==> config.mk <==
export PLATFORM = sky130hd
export DESIGN_NAME = apb_requester
export DESIGN_NICKNAME = d
export VERILOG_FILES = /design/src/rtl/apb_pkg.sv /design/src/rtl/apb_lane_align.sv /design/src/rtl/apb_requester.sv
export SDC_FILE = /design/constraint.sdc
export NUM_CORES = 1
export LEC_CHECK = 0
export ABC_CLOCK_PERIOD_IN_PS = 1700
export BUFFER_PORTS_ARGS = -buffer_cell sky130_fd_sc_hd__buf_4
export CORE_ASPECT_RATIO = 0.75
export CORE_MARGIN = 2
export CORE_UTILIZATION = 45
export DETAILED_ROUTE_END_ITERATION = 8
export MAX_ROUTING_LAYER = met4
export PLACE_DENSITY = 0.83
export SYNTH_ARGS = -nofsm -noshare
export SYNTH_HDL_FRONTEND = slang
export SYNTH_SLANG_ARGS = --single-unit
==> constraint.sdc <==
create_clock -name pclk -period 1.7 [get_ports pclk]
set_input_delay 0.085 -clock pclk [delete_from_list [all_inputs] [get_ports pclk]]
set_output_delay 0.085 -clock pclk [all_outputs]
set_load 0.05 [all_outputs]
==> src/rtl/apb_pkg.sv <==
// Shared APB definitions: access size encodings and requester state encoding.
// Used by the requester, the address decoder and the bench.
package apb_pkg;

    localparam logic [1:0] SZ_BYTE = 2'd0;
    localparam logic [1:0] SZ_HALF = 2'd1;
    localparam logic [1:0] SZ_WORD = 2'd2;

    typedef enum logic [1:0] {
        IDLE,
        SETUP,
        ACCESS,
        RESP
    } apb_state_e;

endpackage

==> src/rtl/apb_lane_align.sv <==
// Byte-lane steering for the APB requester: write strobes/replicated data,
// read extraction with sign/zero extension, and misalignment detection.
module apb_lane_align
    import apb_pkg::*;
(
    input  logic [1:0]  wr_off_i,
    input  logic [1:0]  wr_size_i,
    input  logic [31:0] wr_data_i,
    output logic        misaligned_o,
    output logic [3:0]  wr_strb_o,
    output logic [31:0] wr_data_o,
    input  logic [1:0]  rd_off_i,
    input  logic [1:0]  rd_size_i,
    input  logic        rd_signed_i,
    input  logic [31:0] rd_data_i,
    output logic [31:0] rd_data_o
);

    logic [31:0] rd_shifted;

    always_comb begin
        misaligned_o = ((wr_size_i == SZ_HALF) && wr_off_i[0])
                    || ((wr_size_i == SZ_WORD) && (wr_off_i != 2'd0))
                    || (wr_size_i == 2'd3);
        case (wr_size_i)
            SZ_BYTE: begin
                wr_strb_o = 4'b0001 << wr_off_i;
                wr_data_o = {4{wr_data_i[7:0]}};
            end
            SZ_HALF: begin
                wr_strb_o = 4'b0011 << wr_off_i;
                wr_data_o = {2{wr_data_i[15:0]}};
            end
            default: begin
                wr_strb_o = 4'hF;
                wr_data_o = wr_data_i;
            end
        endcase
    end

    always_comb begin
        rd_shifted = rd_data_i >> {rd_off_i, 3'b000};
        case (rd_size_i)
            SZ_BYTE: rd_data_o = {{24{rd_signed_i & rd_shifted[7]}}, rd_shifted[7:0]};
            SZ_HALF: rd_data_o = {{16{rd_signed_i & rd_shifted[15]}}, rd_shifted[15:0]};
            default: rd_data_o = rd_shifted;
        endcase
    end

endmodule

==> src/rtl/apb_requester.sv <==
// APB initiator: accepts one core load/store at a time, runs SETUP/ACCESS,
// and returns aligned read data or an error (misalignment, perr, timeout).
module apb_requester
    import apb_pkg::*;
#(
    parameter int unsigned ADDR_WIDTH = 32,
    parameter int unsigned DATA_WIDTH = 32,
    parameter int unsigned TIMEOUT    = 256
) (
    input  logic                  pclk,
    input  logic                  reset,
    input  logic                  req_valid,
    output logic                  req_ready,
    input  logic [ADDR_WIDTH-1:0] req_addr,
    input  logic [DATA_WIDTH-1:0] req_wdata,
    input  logic                  req_write,
    input  logic [1:0]            req_size,
    input  logic                  req_signed,
    output logic                  rsp_valid,
    output logic [DATA_WIDTH-1:0] rsp_rdata,
    output logic                  rsp_err,
    output logic [ADDR_WIDTH-1:0] paddr,
    output logic [DATA_WIDTH-1:0] pdata,
    input  logic [DATA_WIDTH-1:0] prdata,
    output logic                  psel,
    output logic                  penable,
    output logic                  pwrite,
    output logic [3:0]            pstb,
    input  logic                  pready,
    input  logic                  perr
);

    localparam int unsigned CntW = (TIMEOUT > 1) ? $clog2(TIMEOUT) : 1;
    localparam logic [CntW-1:0] TmoLast = CntW'((TIMEOUT == 0) ? 0 : TIMEOUT - 1);

    apb_state_e            state_q, state_d;
    logic [ADDR_WIDTH-1:0] paddr_q, paddr_d;
    logic [DATA_WIDTH-1:0] pdata_q, pdata_d;
    logic [3:0]            pstb_q, pstb_d;
    logic                  psel_q, psel_d;
    logic                  penable_q, penable_d;
    logic                  pwrite_q, pwrite_d;
    logic [1:0]            size_q, size_d;
    logic                  signed_q, signed_d;
    logic [CntW-1:0]       cnt_q, cnt_d;
    logic                  rsp_valid_q, rsp_valid_d;
    logic                  rsp_err_q, rsp_err_d;
    logic [DATA_WIDTH-1:0] rsp_rdata_q, rsp_rdata_d;

    logic        misaligned;
    logic [3:0]  wr_strb;
    logic [31:0] wr_data;
    logic [31:0] rd_data;
    logic        timeout_hit;

    apb_lane_align u_lane_align (
        .wr_off_i    (req_addr[1:0]),
        .wr_size_i   (req_size),
        .wr_data_i   (req_wdata),
        .misaligned_o(misaligned),
        .wr_strb_o   (wr_strb),
        .wr_data_o   (wr_data),
        .rd_off_i    (paddr_q[1:0]),
        .rd_size_i   (size_q),
        .rd_signed_i (signed_q),
        .rd_data_i   (prdata),
        .rd_data_o   (rd_data)
    );

    assign timeout_hit = (TIMEOUT != 0) && (cnt_q == TmoLast);

    always_comb begin
        state_d     = state_q;
        paddr_d     = paddr_q;
        pdata_d     = pdata_q;
        pstb_d      = pstb_q;
        psel_d      = psel_q;
        penable_d   = penable_q;
        pwrite_d    = pwrite_q;
        size_d      = size_q;
        signed_d    = signed_q;
        cnt_d       = cnt_q;
        rsp_valid_d = 1'b0;
        rsp_err_d   = 1'b0;
        rsp_rdata_d = rsp_rdata_q;
        unique case (state_q)
            IDLE: begin
                if (req_valid) begin
                    cnt_d = '0;
                    if (misaligned) begin
                        // Fault straight to RESP; the bus is never touched.
                        state_d     = RESP;
                        rsp_valid_d = 1'b1;
                        rsp_err_d   = 1'b1;
                        rsp_rdata_d = '0;
                    end else begin
                        state_d  = SETUP;
                        psel_d   = 1'b1;
                        paddr_d  = req_addr;
                        pwrite_d = req_write;
                        size_d   = req_size;
                        signed_d = req_signed;
                        pstb_d   = req_write ? wr_strb : 4'h0;
                        pdata_d  = req_write ? wr_data : '0;
                    end
                end
            end
            SETUP: begin
                state_d   = ACCESS;
                penable_d = 1'b1;
            end
            ACCESS: begin
                if (pready || timeout_hit) begin
                    state_d     = RESP;
                    psel_d      = 1'b0;
                    penable_d   = 1'b0;
                    rsp_valid_d = 1'b1;
                    rsp_err_d   = pready ? perr : 1'b1;
                    rsp_rdata_d = (!pready || perr || pwrite_q) ? '0 : rd_data;
                end else begin
                    cnt_d = cnt_q + 1'b1;
                end
            end
            RESP: begin
                state_d = IDLE;
            end
            default: state_d = IDLE;
        endcase
    end

    always_ff @(posedge pclk) begin
        if (reset) begin
            state_q     <= IDLE;
            paddr_q     <= '0;
            pdata_q     <= '0;
            pstb_q      <= 4'h0;
            psel_q      <= 1'b0;
            penable_q   <= 1'b0;
            pwrite_q    <= 1'b0;
            size_q      <= SZ_BYTE;
            signed_q    <= 1'b0;
            cnt_q       <= '0;
            rsp_valid_q <= 1'b0;
            rsp_err_q   <= 1'b0;
            rsp_rdata_q <= '0;
        end else begin
            state_q     <= state_d;
            paddr_q     <= paddr_d;
            pdata_q     <= pdata_d;
            pstb_q      <= pstb_d;
            psel_q      <= psel_d;
            penable_q   <= penable_d;
            pwrite_q    <= pwrite_d;
            size_q      <= size_d;
            signed_q    <= signed_d;
            cnt_q       <= cnt_d;
            rsp_valid_q <= rsp_valid_d;
            rsp_err_q   <= rsp_err_d;
            rsp_rdata_q <= rsp_rdata_d;
        end
    end

    assign req_ready = (state_q == IDLE);
    assign paddr     = paddr_q;
    assign pdata     = pdata_q;
    assign pstb      = pstb_q;
    assign psel      = psel_q;
    assign penable   = penable_q;
    assign pwrite    = pwrite_q;
    assign rsp_valid = rsp_valid_q;
    assign rsp_err   = rsp_err_q;
    assign rsp_rdata = rsp_rdata_q;

endmodule

### Word level (Yosys, flattened, before mapping)

Cells that the tools add are included.

* bits in registers: 118
* output and inout bits: 106
* logic and storage cells: 82
* input bits: 105

* eq/ne operators: 13
* bitwise logic cells: 3
* muxes and demuxes: 29
* reduce and logical (&&, ||, !) cells: 20
* add/sub/neg operators: 1
* shift-type cells: 3

Operators with widths (number)
* 32-bit one-hot mux with 2 select lines: 3
* 32-bit 2-to-1 mux: 5
* 32-bit by 5-bit >> shifter with 32-bit output: 1
* 8-bit 2-to-1 mux: 2
* 8-bit one-hot mux with 2 select lines: 1
* 8-bit by 1-bit adder with 8-bit output, second input constant: 1
* 2-bit equality test, second input constant: 4
* 8-bit equality test, second input constant: 1
* 1-bit 2-to-1 mux: 8
* 2-bit inequality test, second input constant: 4
* 1-bit one-hot mux with 2 select lines: 4
* 2-bit one-hot mux with 4 select lines: 1
* 4-bit one-hot mux with 2 select lines: 1
* 4-bit AND reduction: 2
* 2-bit by 1-bit equality test with 1-bit output, second input constant: 3
* 2-bit logical NOT: 3
* 2-bit 2-to-1 mux: 3
* 3-bit AND reduction: 2
* 2-bit nonzero test: 3
* 1-bit logical OR: 5
* 4-bit 2-to-1 mux: 1
* 2-bit AND reduction: 2
* 1-bit by 2-bit left shift with 4-bit output, first input constant: 1
* 2-bit by 2-bit left shift with 4-bit output, first input constant: 1
* other kinds (5): 7

### Longest topological paths before layout

Gate-level depths: netlist (run 1).

* word-level depth: 7
* depth in mapped cells: 9
* gate-level depth less buffers: 6

### By module

From an unflattened synthesis (run 1), not the netlist that was laid out.

* cells, all modules: 658
* area, all modules: 5640.4 um^2

Modules (own cells, without submodules)
* apb_requester: cells each 487, area each 4383.0 um^2, sequential area each 2362.3 um^2, instances 1
* apb_lane_align: cells each 171, area each 1257.5 um^2, sequential area each 0.0 um^2, instances 1

### Worst setup path before layout (run 1)

OpenSTA, ideal clock, no wires.

* path kind: flip-flop to flip-flop
* start: reg state_q[0]
* end: reg rsp_rdata_q[10] (netlist: rsp_rdata[10])
* data required time: 1.628 ns
* data arrival time: 2.121 ns
* buffers on the path: 3
* slack: -0.492 ns
* period minus slack after synthesis: 2.192 ns
* setup time: 0.072 ns
* cell stages (with the launch flop): 10
* cells stage by stage: dfxtp_1 > inv_1 > ha_1 > buf_2 > nand2_1 > o21a_1 > buf_6 > nor3_4 > buf_12 > mux2i_1

* longest elaborated chain between the ends: 3
* elaborated cells between the ends (all ways): 8
* classes of those cells: eq/ne: 4; mux: 1; reduce/logical: 3

RTL lines
* start: declaration: RTL line apb_requester.sv:36 `apb_state_e state_q, state_d;`
* start signal: assignment: RTL line apb_requester.sv:147 `state_q <= state_d;`
* 2-bit logical NOT *
* via req_ready: RTL line apb_requester.sv:13 `output logic req_ready,`
* 2-bit by 1-bit inequality test with 1-bit output (no source line) (tied with other cells)
* 4-bit AND reduction (no source line)
* end signal: assignment: RTL line apb_requester.sv:159 `rsp_rdata_q <= rsp_rdata_d;`
* end: declaration: RTL line apb_requester.sv:48 `logic [DATA_WIDTH-1:0] rsp_rdata_q, rsp_rdata_d;`

Mark *: on every way through the listed nets, which the timed path passes. The rest lies on a longest branch.
A chain may end at the register's enable or synchronous reset.

### Worst setup path in the final report (run 1)

* start: reg state_q[1]
* end: reg rsp_rdata_q[18] (netlist: rsp_rdata[18])

* longest elaborated chain between the ends: 3
* elaborated cells between the ends (all ways): 8
* classes of those cells: eq/ne: 4; mux: 1; reduce/logical: 3

RTL lines
* 2-bit equality test / 2-bit logical NOT (equally long branches): RTL line apb_requester.sv:86 `unique case (state_q)`
* 2-bit inequality test (no source line) (tied with other cells)
* 4-bit AND reduction (no source line)

Parallel ways exist; a longest one is shown, timed or not.

==> results of run 1 <==
==> power by group through the flow <==
stage | clock [µW] | sequential (µW) | combinational (µW)
floorplan | 0 | 4440 | 2170
global placement | 0 | 3380 | 4450
detailed placement | 0 | 3400 | 4520
CTS | 3340 | 3340 | 4980
global route | 3490 | 3410 | 5960
finish | 3330 | 3380 | 5680
==> what timing repair did <==
| item | CTS | global route |
|---|---|---|
| cloned | 4 | 14 |
| endpoints found under the hold margin | 43 | 0 |
| resized for setup | 24 | 67 |
| endpoints found under the setup margin | 110 | 113 |
| pin swaps | 7 | 18 |
| hold buffers | 43 | 0 |
| buffers inserted | 6 | 5 |
==> flip-flops by register name (all words and copies together), names as in the netlist <==
signal / flops
psel: 1
rsp_rdata: 32
cnt_q: 8
pstb: 4
rsp_err: 1
signed_q: 1
paddr: 32
size_q: 2
state_q: 2
penable: 1
rsp_valid: 1
pwrite: 1
pdata: 32
==> worst min path at each step <==
stage | start | end | slack (ns) | cells past startpoint
finish | req_wdata[2] | pdata[2] | 0.02 | 3
global route | req_wdata[2] | pdata[2] | 0.01 | 3
CTS | req_wdata[2] | pdata[2] | 0.002 | 3
detailed placement | req_addr[11] | paddr[11] | 0.34 | 3
global placement | req_addr[9] | paddr[9] | 0.33 | 3
floorplan | req_addr[1] | paddr[1] | 0.21 | 2
==> layout make-up <==
type / count / share of cell area
Multi-Input combinational cell: 502 / 0.370
Timing Repair Buffer: 323 / 0.297
Sequential cell: 118 / 0.249
Clock buffer: 21 / 0.0484
Tap cell: 166 / 0.0218
Clock inverter: 10 / 0.00841
Inverter: 13 / 0.00539
Antenna cell: 1 / 0.000263
==> cell usage in the layout (no fill, tap or decap), types with 6 or more instances in the layout <==
cell type and n:
nor3_1 6, nand3b_1 8, nand3_1 42, mux2i_1 43, a21oi_1 70, dfxtp_1 112
inv_1 10, buf_12 7, nor2_1 8, nand2_1 129, a31oi_1 8, a21oi_2 14
clkinv_2 7, nand2_4 8, buf_4 251, dlygate4sd3_1 43, buf_6 11, o21ai_0 14
o211ai_1 21, mux2_2 23, nand2b_1 18, clkbuf_16 25
==> stage by stage <==
step	instance area [µm²]	cells	hold WS, ns	worst slack, ns
after floorplan	5920	689	0.211	-0.0689
after detailed placement	7730	1050	0.341	-0.182
after global placement	7730	1050	0.331	-0.0943
after CTS	8950	1134	0.00168	-0.0506
final	9520	1154	0.0209	-0.0792
after global routing	9520	1154	0.0109	-0.172
==> per-layer routing <==
| layer | track usage | routed length, µm | up-vias |
|---|---|---|---|
| li1 | - | - | 3029 |
| met1 | 0.387 | 9530 | 3139 |
| met2 | 0.471 | 10500 | 344 |
| met3 | 0.0670 | 1980 | 49 |
| met4 | 0.103 | 511 | 0 |
| met5 | - | 0 | - |
==> logic make-up after synthesis <==
kind of cell	count (synthesis)	share of synthesized area
AO/OA/AOI/OAI	164	0.179
adder cells (fa/ha/maj)	5	0.0108
buffers and inverters	74	0.0636
flip-flops	118	0.406
multiplexers	68	0.124
AND/OR/NAND/NOR	260	0.216
==> worst min-delay path: stages <==
cell	delay [ns]
buf_4	0.13
nand3_1	0.08
a21oi_1	0.06
==> results.md, run 1 <==
* DIE AREA at 0.0139 mm²
* Grt ovf at 0
* Maxcap violations at 0
* Int Pwr at 7530 µW
* Setup crit end: rsp_rdata[18]
* Post-synth top area share at 0.406
* Dominant cell type by area after synthesis: dfxtp_1
* Area occupied by multi-input gates at 0.00352 mm²
* Cell with the most instances after synthesis: nand2_1
* Final Power at 12400 µW
* Clock power share at 0.269
* Final core occ at 0.765
* Worst R2R End: rsp_rdata[18]
* Worst-margin pin slew at 0.487 ns
* Unique cell type count in the Yosys netlist at 55
* Top Ports at 211
* CP max stage cell: a221oi_1
* Drt drc at 0
* Rows at 35
* Clk slew on worst S/H paths at 0.06 ns
* Crit path from: state_q[1]
* Worst R2R Start: state_q[1]
* Clock latency on the worst-skew pair at 0.40 ns
* CTS Sinks at 118
* Startpoint types: flip-flop
* Synth Area per Inst at 8.45 µm²
* Hold Crit Class: primary input to flip-flop
* Layout Skew at 0.0110 ns
* CORE AREA at 0.0124 mm²
* Vias in the first global route at 6067
* Failing checks: setup timing
* Synth Instances at 689
* CTS tree: built
* Synth area leaders: dfxtp_1, nand2_1, mux2i_1, a21oi_1, mux2_2
* Clk buf depth at 2
* Post-synth EDFFs at 0
* Fillers at 875
* Die Span Y at 102 µm
* Crit. End Element: flip-flop
* Largest net degree at the start of global routing at 47
* Setup TNS at -0.523 ns
* Area of the mapped netlist at 0.00582 mm²
* Endpoints failing setup at 20
* Share of cells above drive strength 1 at 0.424
* Psw at 4870 µW
* First-pass GRT wire length at 31.5 mm
* Synth top cells by count: nand2_1, dfxtp_1, a21oi_1, nand3_1, mux2i_1
* Total GRT Usage at 0.301
* DR vias/cell at 5.69
* HPWL Detailed at 13.0 mm
* Crit-path cells: buf_6 > inv_4 > ha_4 > mux2_4 > buf_4 > nand3_4 > a221oi_1
* Yosys warning count at 0
* Vias at 6561
* Fin crit share at 1.05
* Outcome: complete, but fails checks
* Worst path top cell family by delay: buffers and inverters
* Tmin final at 1.78 ns
* R2r setup slk at -0.08 ns
* Area delta synth->final at 63.6%
* Leakage dissipation at 0.00383 µW
* Gate power share at 0.458
* Initial Util at 0.468
* Flops & latches, synth at 118
* Worst EP required at 1.98 ns
* Root Driver: clkbuf_16
* Crit Path Class: flip-flop to flip-flop
* Critical path depth at 7
* Crit path buf inv count at 3
* Port Buffers at 210
* Ys flop type: dfxtp_1
* Cells on worst reg2reg path at 7
* H-tree level count at 4
* Max Fanout on Critical Path at 11
* Drt initial violations at 447
* Switching Fraction at 0.393
* Slew margin rel. at 0.675
* GP Congestion at 0.888
* Arr. time, crit path at 2.06 ns
* Initial antenna violation count at 1
* Achievable Freq at 0.562 GHz
* Register area at 0.00237 mm²
* WL final at 22.6 mm
* Post-DR wirelength/cell at 19.5 µm
* Maximum VDD drop at 0.889 mV
* Syn Nets at 799
* Pwr Density at 1300 mW/mm²
* 1st-pass router iterations at 6
* CP peak stage delay at 0.37 ns
* Max Slew Vio Count at 0
* Setup ws final at -0.0792 ns
* Total CTS buffers at 17
* Nets at 1085
* RSZ-0062 raised after global routing: yes
* Post-synthesis sequential area ratio at 0.406
* Number of hold violations in the final report at 0
* Chip Width at 135 µm
* Antenna viol nets, final at 0
* Sequential Power Share at 0.273
* Post-synth ARST share at 0
(Power assumes the default switching activity.)
==> run 2: changes to the inputs <==
--- a/config.mk
+++ b/config.mk
@@ -5,6 +5,7 @@
 export SDC_FILE = /design/constraint.sdc
 export NUM_CORES = 1
 export LEC_CHECK = 0
+export ABC_AREA = 1
 export ABC_CLOCK_PERIOD_IN_PS = 1700
 export BUFFER_PORTS_ARGS = -buffer_cell sky130_fd_sc_hd__buf_4
 export CORE_ASPECT_RATIO = 0.75
==> results.md, run 2 <==
* Post-synthesis sequential area ratio at 0.411 (+0.00486)
* Max Slew Vio Count at 0 (unchanged)
* Commonest cells after routing, fill and taps aside: buf_4, nand2_1, nor2_1, dfxtp_1, a21oi_1
* Post-synth top area share at 0.411 (+0.00486)
* Dominant cell type by area after synthesis: dfxtp_1
* HPWL Detailed at 12.6 mm (-3.1%)
* Pwr Density at 1520 mW/mm² (+17%)
* Yosys warning count at 0 (unchanged)
* Achievable Freq at 0.585 GHz (+4.1%)
* Hold Path Sink: rsp_err
* WHS at 0.0528 ns (+0.0319 ns)
* Clk slew on worst S/H paths at 0.06 ns (about the same)
* Area occupied by multi-input gates at 0.00302 mm² (-14%)
* Area after DPL at 0.00752 mm² (-2.8%)
* Post-synth ARST share at 0 (unchanged)
* Worst hold start: pready
* Fin crit share at 1.01 (-0.0412)
* Area of the mapped netlist at 0.00575 mm² (-1.2%)
* Most Frequent Cell on Critical Path: nand2_1
* Synth Area in Adders at 0.0109 (+0.000129)
* Initial antenna violation count at 0 (-1)
* Post-synth EDFFs at 0 (unchanged)
* Hold Crit Class: primary input to flip-flop
* Tmin final at 1.71 ns (-0.0700 ns)
* WL final at 20.6 mm (-8.7%)
* Port Buffers at 210 (unchanged)
* Fillers at 956 (+9.3%)
* DR vias/cell at 5.34 (-6.1%)
* Drt initial violations at 720 (+61%)
* Max Fanout on Critical Path at 20 (+9)
* Worst-margin pin slew at 0.480 ns (-0.00690 ns)
* Complex-gate fraction of the synthesized area at 0.175 (-0.00395)
* Outcome: complete, but fails checks
* Endpoints failing setup at 1 (-95%)
* Startpoint types: flip-flop
* DIE AREA at 0.0137 mm² (-1.1%)
* Crit-path cells: ha_1 > nand2_1 > nor2_2 > nand2_1 > nand3_2 > nand4_1 > buf_12 > a21oi_1 > nor2_1
* Initial Util at 0.464 (-0.00390)
* Clk buf depth at 2 (unchanged)
* Area delta synth->final at 52.0%
* Cell with the most instances after synthesis: nand2_1
* Cells on worst reg2reg path at 9 (+2)
* Largest family of logic cells by synthesized area: simple AND/OR/NAND/NOR gates
* Clock latency on the worst-skew pair at 0.41 ns (about the same)
* Commonest non-fill, non-tap cell in the layout: buf_4
* Maximum VDD drop at 0.918 mV (+3.3%)
* GP Congestion at 0.975 (+9.7%)
* Failing checks: setup timing
* Crit Path Class: flip-flop to flip-flop
* Vias in the first global route at 6287 (+3.6%)
* Simple-Gate Fraction of Synth Area at 0.308 (+0.0916)
* Post-synthesis mux area share at 0.00174 (-0.123)
* Share of cells above drive strength 1 at 0.293 (-0.130)
* Largest net degree at the start of global routing at 52 (+11%)
* Slew margin rel. at 0.680 (+0.00460)
* Chip Width at 135 µm (-0.58%)
* Fin area at 0.00874 mm² (-8.1%)
* First-pass GRT wire length at 31.4 mm (-0.16%)
* Post-DR wirelength/cell at 16.2 µm (-17%)
* Register area at 0.00237 mm² (-0.21%)
* Synth top cells by count: nand2_1, nor2_1, dfxtp_1, a21oi_1, o21ai_0
* Nets at 1203 (+11%)
* Maxcap violations at 0 (unchanged)
* Crit. End Element: flip-flop
* Root Driver: clkbuf_16
* XOR/XNOR Fraction of Synth Area at 0.00305 (+0.00305)
* Layout Skew at 0.0123 ns (+0.00135 ns)
* R2r setup slk at -0.009 ns (+0.07 ns)
* Flops & latches, synth at 118 (unchanged)
* 1st-pass router iterations at 5 (-1)
* Leakage dissipation at 0.00413 µW (+8.1%)
* H-tree level count at 4 (unchanged)
* Synth Instances at 836 (+21%)
* Worst path top cell family by delay: simple AND/OR/NAND/NOR gates
* Die Span Y at 102 µm (-0.57%)
* CORE AREA at 0.0124 mm² (-0.35%)
* Number of diodes at 0 (-1)
* Number of hold violations in the final report at 0 (unchanged)
* Hold depth at 4 (+1)
* Total CTS buffers at 17 (unchanged)
* Total GRT Usage at 0.297 (-0.00346)
* Synth area leaders: dfxtp_1, nand2_1, nor2_1, a21oi_1, o21ai_0
* Crit path buf inv count at 1 (-2)
* Worst R2R End: rsp_rdata[10]
* Drt drc at 0 (unchanged)
* Syn Nets at 946 (+18%)
* CTS tree: built
* Vias at 6787 (+3.4%)
* Synth Area per Inst at 6.88 µm² (-19%)
* Ys flop type: dfxtp_1
* Rows at 35 (unchanged)
* Setup ws final at -0.00920 ns (+0.0700 ns)
* Antenna viol nets, final at 0 (unchanged)
* CP max stage cell: dfxtp_1
* Top Ports at 211 (unchanged)
* CTS Sinks at 118 (unchanged)
* Worst EP required at 2.00 ns (+0.02 ns)
* Arr. time, crit path at 2.01 ns (-0.05 ns)
* Unique cell type count in the Yosys netlist at 35 (-36%)
* Grt ovf at 0 (unchanged)
* Worst R2R Start: cnt_q[1]
* CP peak stage delay at 0.34 ns (-0.03 ns)
-- run 2: cell count changes after synthesis, sizes merged, moves of 9 or more --
cell    previous run  this run
a31oi              9         0
inv               13        45
a311oi             9         0
mux2i             43         1
nand2b            19         0
o211ai            22         8
o21ai             17        86
nor2               8       151
nand2            141       176
nand3             45        71
mux2              24         0
-- run 2: how the worst max path moves through the flow --
stage	startpoint	to	slack (ns)	cells after the start
3_3_place_gp	cnt_q[0]	rsp_rdata[26]	0.02	10
4_1_cts	cnt_q[0]	psel	0.04	11
2_1_floorplan	paddr[1]	rsp_rdata[24]	0.02	7
3_5_place_dp	cnt_q[0]	rsp_rdata[5]	-0.08	10
6_report	cnt_q[1]	rsp_rdata[10]	-0.009	9
5_1_grt	cnt_q[1]	rsp_rdata[10]	-0.06	9
-- run 2: cells by family after synthesis --
| kind of cell | count (synthesis) |
|---|---|
| flops | 118 |
| mux | 1 |
| xor+xnor | 2 |
| simple gates | 414 |
| buf+inv | 105 |
| fa+ha+maj | 5 |
| compound gates | 191 |
-- run 2: per-stage QoR --
step	setup TNS (ns)	instances	utilization	worst slack, ns	power [µW]
after floorplan	0	836	-	0.0249	7550
after global placement	0	1186	0.606	0.0216	9020
after detailed placement	-1.32	1186	0.606	-0.0781	9080
after CTS	0	1263	0.690	0.0391	12800
after global routing	-0.567	1271	0.706	-0.0603	14000
final	-0.00920	1271	0.706	-0.00920	13300
-- run 2: power by group --
part	internal, µW	total, µW	switching [µW]
Combinational	2100	6330	4230
Sequential	3260	3560	297
Clock	2060	3430	1380
Total	7420	13300	5910
-- run 2: what timing repair did --
| item | in CTS | in global routing |
|---|---|---|
| hold buffers | 44 | 0 |
| gates resized for setup | 5 | 23 |
| endpoints found under the setup margin | 35 | 44 |
| hold endpoints to repair | 44 | 0 |
| pin swaps | 2 | 9 |
| gates cloned | 2 | 4 |
| buffers inserted | 0 | 4 |
-- run 2: per-layer routing --
metal / global-route usage / share of wire / vias to the layer above
li1: - / - / 3261
met1: 0.381 / 0.42 / 3093
met2: 0.459 / 0.47 / 393
met3: 0.0769 / 0.099 / 40
met4: 0.104 / 0.020 / 0
met5: - / 0 / -
-- run 2: final cells by class --
cell class	count	area share
multi-input combinational	619	0.346
timing repair buffer	291	0.275
sequential	118	0.271
clock buffer	18	0.0502
tap	166	0.0238
inverter	46	0.0203
clock inverter	13	0.0143
-- run 2: worst min-delay path, stage by stage --
cell and delay, ns:
buf_4 0.09, inv_1 0.07, nor2_1 0.08, a21boi_0 0.08
==> run 3: changes to the inputs <==
--- a/config.mk
+++ b/config.mk
@@ -13,7 +13,9 @@
 export CORE_UTILIZATION = 45
 export DETAILED_ROUTE_END_ITERATION = 8
 export MAX_ROUTING_LAYER = met4
-export PLACE_DENSITY = 0.83
+export PLACE_DENSITY = 0.76
+export SKIP_CTS_REPAIR_TIMING = 1
 export SYNTH_ARGS = -nofsm -noshare
 export SYNTH_HDL_FRONTEND = slang
+export SYNTH_HIERARCHICAL = 1
 export SYNTH_SLANG_ARGS = --single-unit
==> results.md, run 3 <==
* Outcome: complete, but fails checks
* Failing checks: hold timing
* Port Buffers at 210 (unchanged)
* Endpoints failing setup at 0 (-1)
* Simple-Gate Fraction of Synth Area at 0.373 (+0.0654)
* Setup ws final at 0.0402 ns (+0.0494 ns)
* Unique cell type count in the Yosys netlist at 33 (-5.7%)
* XOR/XNOR Fraction of Synth Area at 0 (-0.00305)
* Drt drc at 0 (unchanged)
* Worst R2R End: paddr[12]
* Fillers at 1176 (+23%)
* Layout Skew at 0.00783 ns (-0.00448 ns)
* Yosys warning count at 6 (+6)
* CTS tree: built
* Crit path from: state_q[0]
* Synth Area in Adders at 0.00792 (-0.00296)
* Maximum VDD drop at 0.927 mV (+0.99%)
* Fin crit share at 0.976 (-0.0291)
* Drt initial violations at 671 (-6.8%)
* Leakage dissipation at 0.00445 µW (+7.6%)
* Dominant cell type by area after synthesis: dfxtp_1
* Nets at 1306 (+8.6%)
* Synth Area per Inst at 6.52 µm² (-5.1%)
* Setup crit end: paddr[12]
* Complex-gate fraction of the synthesized area at 0.128 (-0.0473)
* Post-synth ARST share at 0 (unchanged)
* Syn Nets at 1078 (+14%)
* Vias in the first global route at 6448 (+2.6%)
* Final core occ at 0.665 (-0.0402)
* Crit. End Element: flip-flop
* Vias at 7152 (+5.4%)
* H-tree level count at 4 (unchanged)
* Synth area leaders: dfxtp_1, nand2_1, nor2_1, nand3_1, inv_1
* Synth top cells by count: nand2_1, nor2_1, dfxtp_1, nand3_1, inv_1
* Number of hold violations in the final report at 4 (+4)
* CORE AREA at 0.0137 mm² (+11%)
* Achievable Freq at 0.602 GHz (+3.0%)
* Post-synthesis sequential area ratio at 0.374 (-0.0372)
* Area of the mapped netlist at 0.00632 mm² (+9.9%)
* HPWL Detailed at 14.1 mm (+11%)
* R2r setup slk at 0.04 ns (+0.05 ns)
* Root Driver: clkbuf_16
* Pwr Density at 1590 mW/mm² (+4.1%)
* Final cell count without fillers at 1383 (+8.8%)
* Clk buf depth at 2 (unchanged)
* Total CTS buffers at 17 (unchanged)
* Rows at 37 (+5.7%)
* Max Slew Vio Count at 0 (unchanged)
* Maxcap violations at 0 (unchanged)
* Initial antenna violation count at 0 (unchanged)
* Slew margin rel. at 0.501 (-0.179)
* Tmin final at 1.66 ns (-0.0494 ns)
* Antenna viol nets, final at 0 (unchanged)
* RSZ-0062 raised after global routing: yes
* Hold Crit Class: primary input to flip-flop
* Commonest cells after routing, fill and taps aside: buf_4, nand2_1, nor2_1, dfxtp_1, nand3_1
* Clock latency on the worst-skew pair at 0.41 ns (about the same)
* Grt ovf at 0 (unchanged)
* Crit Path Class: flip-flop to flip-flop
* Cells on worst reg2reg path at 7 (-2)
* Clk slew on worst S/H paths at 0.06 ns (about the same)
* DIE AREA at 0.0150 mm² (+9.6%)
* Worst-margin pin slew at 0.748 ns (+0.268 ns)
* Pre-CTS setup slack at 0.0651 ns (+0.143 ns)
* Share of cells above drive strength 1 at 0.274 (-0.0192)
* Max Fanout on Critical Path at 33 (+65%)
* Largest net degree at the start of global routing at 75 (+44%)
* Cell with the most instances after synthesis: nand2_1
* Number of diodes at 0 (unchanged)
* Largest family of logic cells by synthesized area: simple AND/OR/NAND/NOR gates
* Ys flop type: dfxtp_1
* Post-synthesis mux area share at 0 (-0.00174)
* Area delta synth->final at 44.2%
* Top Ports at 211 (unchanged)
* Total GRT Usage at 0.269 (-0.0281)
* 1st-pass router iterations at 6 (+1)
* First-pass GRT wire length at 31.7 mm (+0.82%)
* Flops & latches, synth at 118 (unchanged)
* Chip Width at 141 µm (+4.7%)
* Arr. time, crit path at 2.00 ns (about the same)
* DR vias/cell at 5.17 (-3.2%)
* Commonest non-fill, non-tap cell in the layout: buf_4
* WL final at 21.0 mm (+1.9%)
* Post-synth top area share at 0.374 (-0.0372)
* Worst EP required at 2.04 ns (+0.04 ns)
* Worst R2R Start: state_q[0]
* Initial Util at 0.461 (-0.00263)
* Post-DR wirelength/cell at 15.2 µm (-6.3%)
* WHS at -0.0155 ns (-0.0683 ns)
* Placed insts at 1314 (+11%)
* Die Span Y at 107 µm (+4.7%)
* Startpoint types: flip-flop
* GP Congestion at 0.971 (-0.37%)
* Post-synth EDFFs at 0 (unchanged)
* Synth Instances at 969 (+16%)
* CTS Sinks at 118 (unchanged)
## run 3: report_power, final
group / switching [µW] / total [µW] / internal (µW)
clock: 1320 / 3500 / 2190
combinational: 4800 / 7150 / 2350
sequential: 419 / 3820 / 3400
total: 6530 / 14500 / 7940
## run 3: worst min path at each step
stage | start | end | slack (ns) | depth (start not counted)
floorplan | req_addr[1] | paddr[1] | 0.22 | 2
global placement | req_addr[4] | paddr[4] | 0.31 | 3
detailed placement | req_addr[30] | paddr[30] | 0.31 | 3
CTS | req_addr[14] | paddr[14] | -0.12 | 3
global route | req_size[1] | size_q[1] | 0.0002 | 3
finish | req_wdata[0] | pdata[0] | -0.02 | 3
## run 3: per-layer routing
metal | wire length, µm | up-vias | part of all wire | track usage
met2 | 9590 | 318 | 0.46 | 0.397
met4 | 204 | 0 | 0.0097 | 0.0650
met1 | 9390 | 3253 | 0.45 | 0.370
met5 | 0 | - | 0 | -
met3 | 1810 | 25 | 0.086 | 0.0724
li1 | - | 3556 | - | -
## run 3: cells by family (layout without fill, tap and decap cells)
| kind of cell | count (synthesis) | in the layout |
|---|---|---|
| flip-flops | 118 | 118 |
| buffers and inverters | 169 | 408 |
| adder cells (fa/ha/maj) | 4 | 4 |
| AND/OR/NAND/NOR | 532 | 532 |
| AO/OA/AOI/OAI | 146 | 146 |
## run 3: final cells by class
class | instances | area, µm² | area share
clock buffers | 19 | 443 | 0.0486
well taps | 175 | 219 | 0.0240
multi-input cells | 682 | 3270 | 0.358
repair buffers | 285 | 2330 | 0.256
flip-flops and latches | 118 | 2370 | 0.260
inverters | 93 | 357 | 0.0391
clock inverters | 11 | 129 | 0.0141
## run 3: metrics by stage
stage                     setup TNS, ns  area [µm²]  power, µW
after floorplan                       0        6340       8660
after global placement                0        8100      10700
after detailed placement              0        8100      10700
after CTS                             0        8670      14300
after global routing             -0.190        9120      15300
final                                 0        9120      14500
## run 3: critical path, stage by stage, from the launching register on
cell and delay (ns):
dfxtp_1 0.31, inv_1 0.14, ha_4 0.21, nand2_1 0.12, nor2_4 0.23, clkbuf_16 0.28
o21ai_0 0.12, nor2_1 0.18
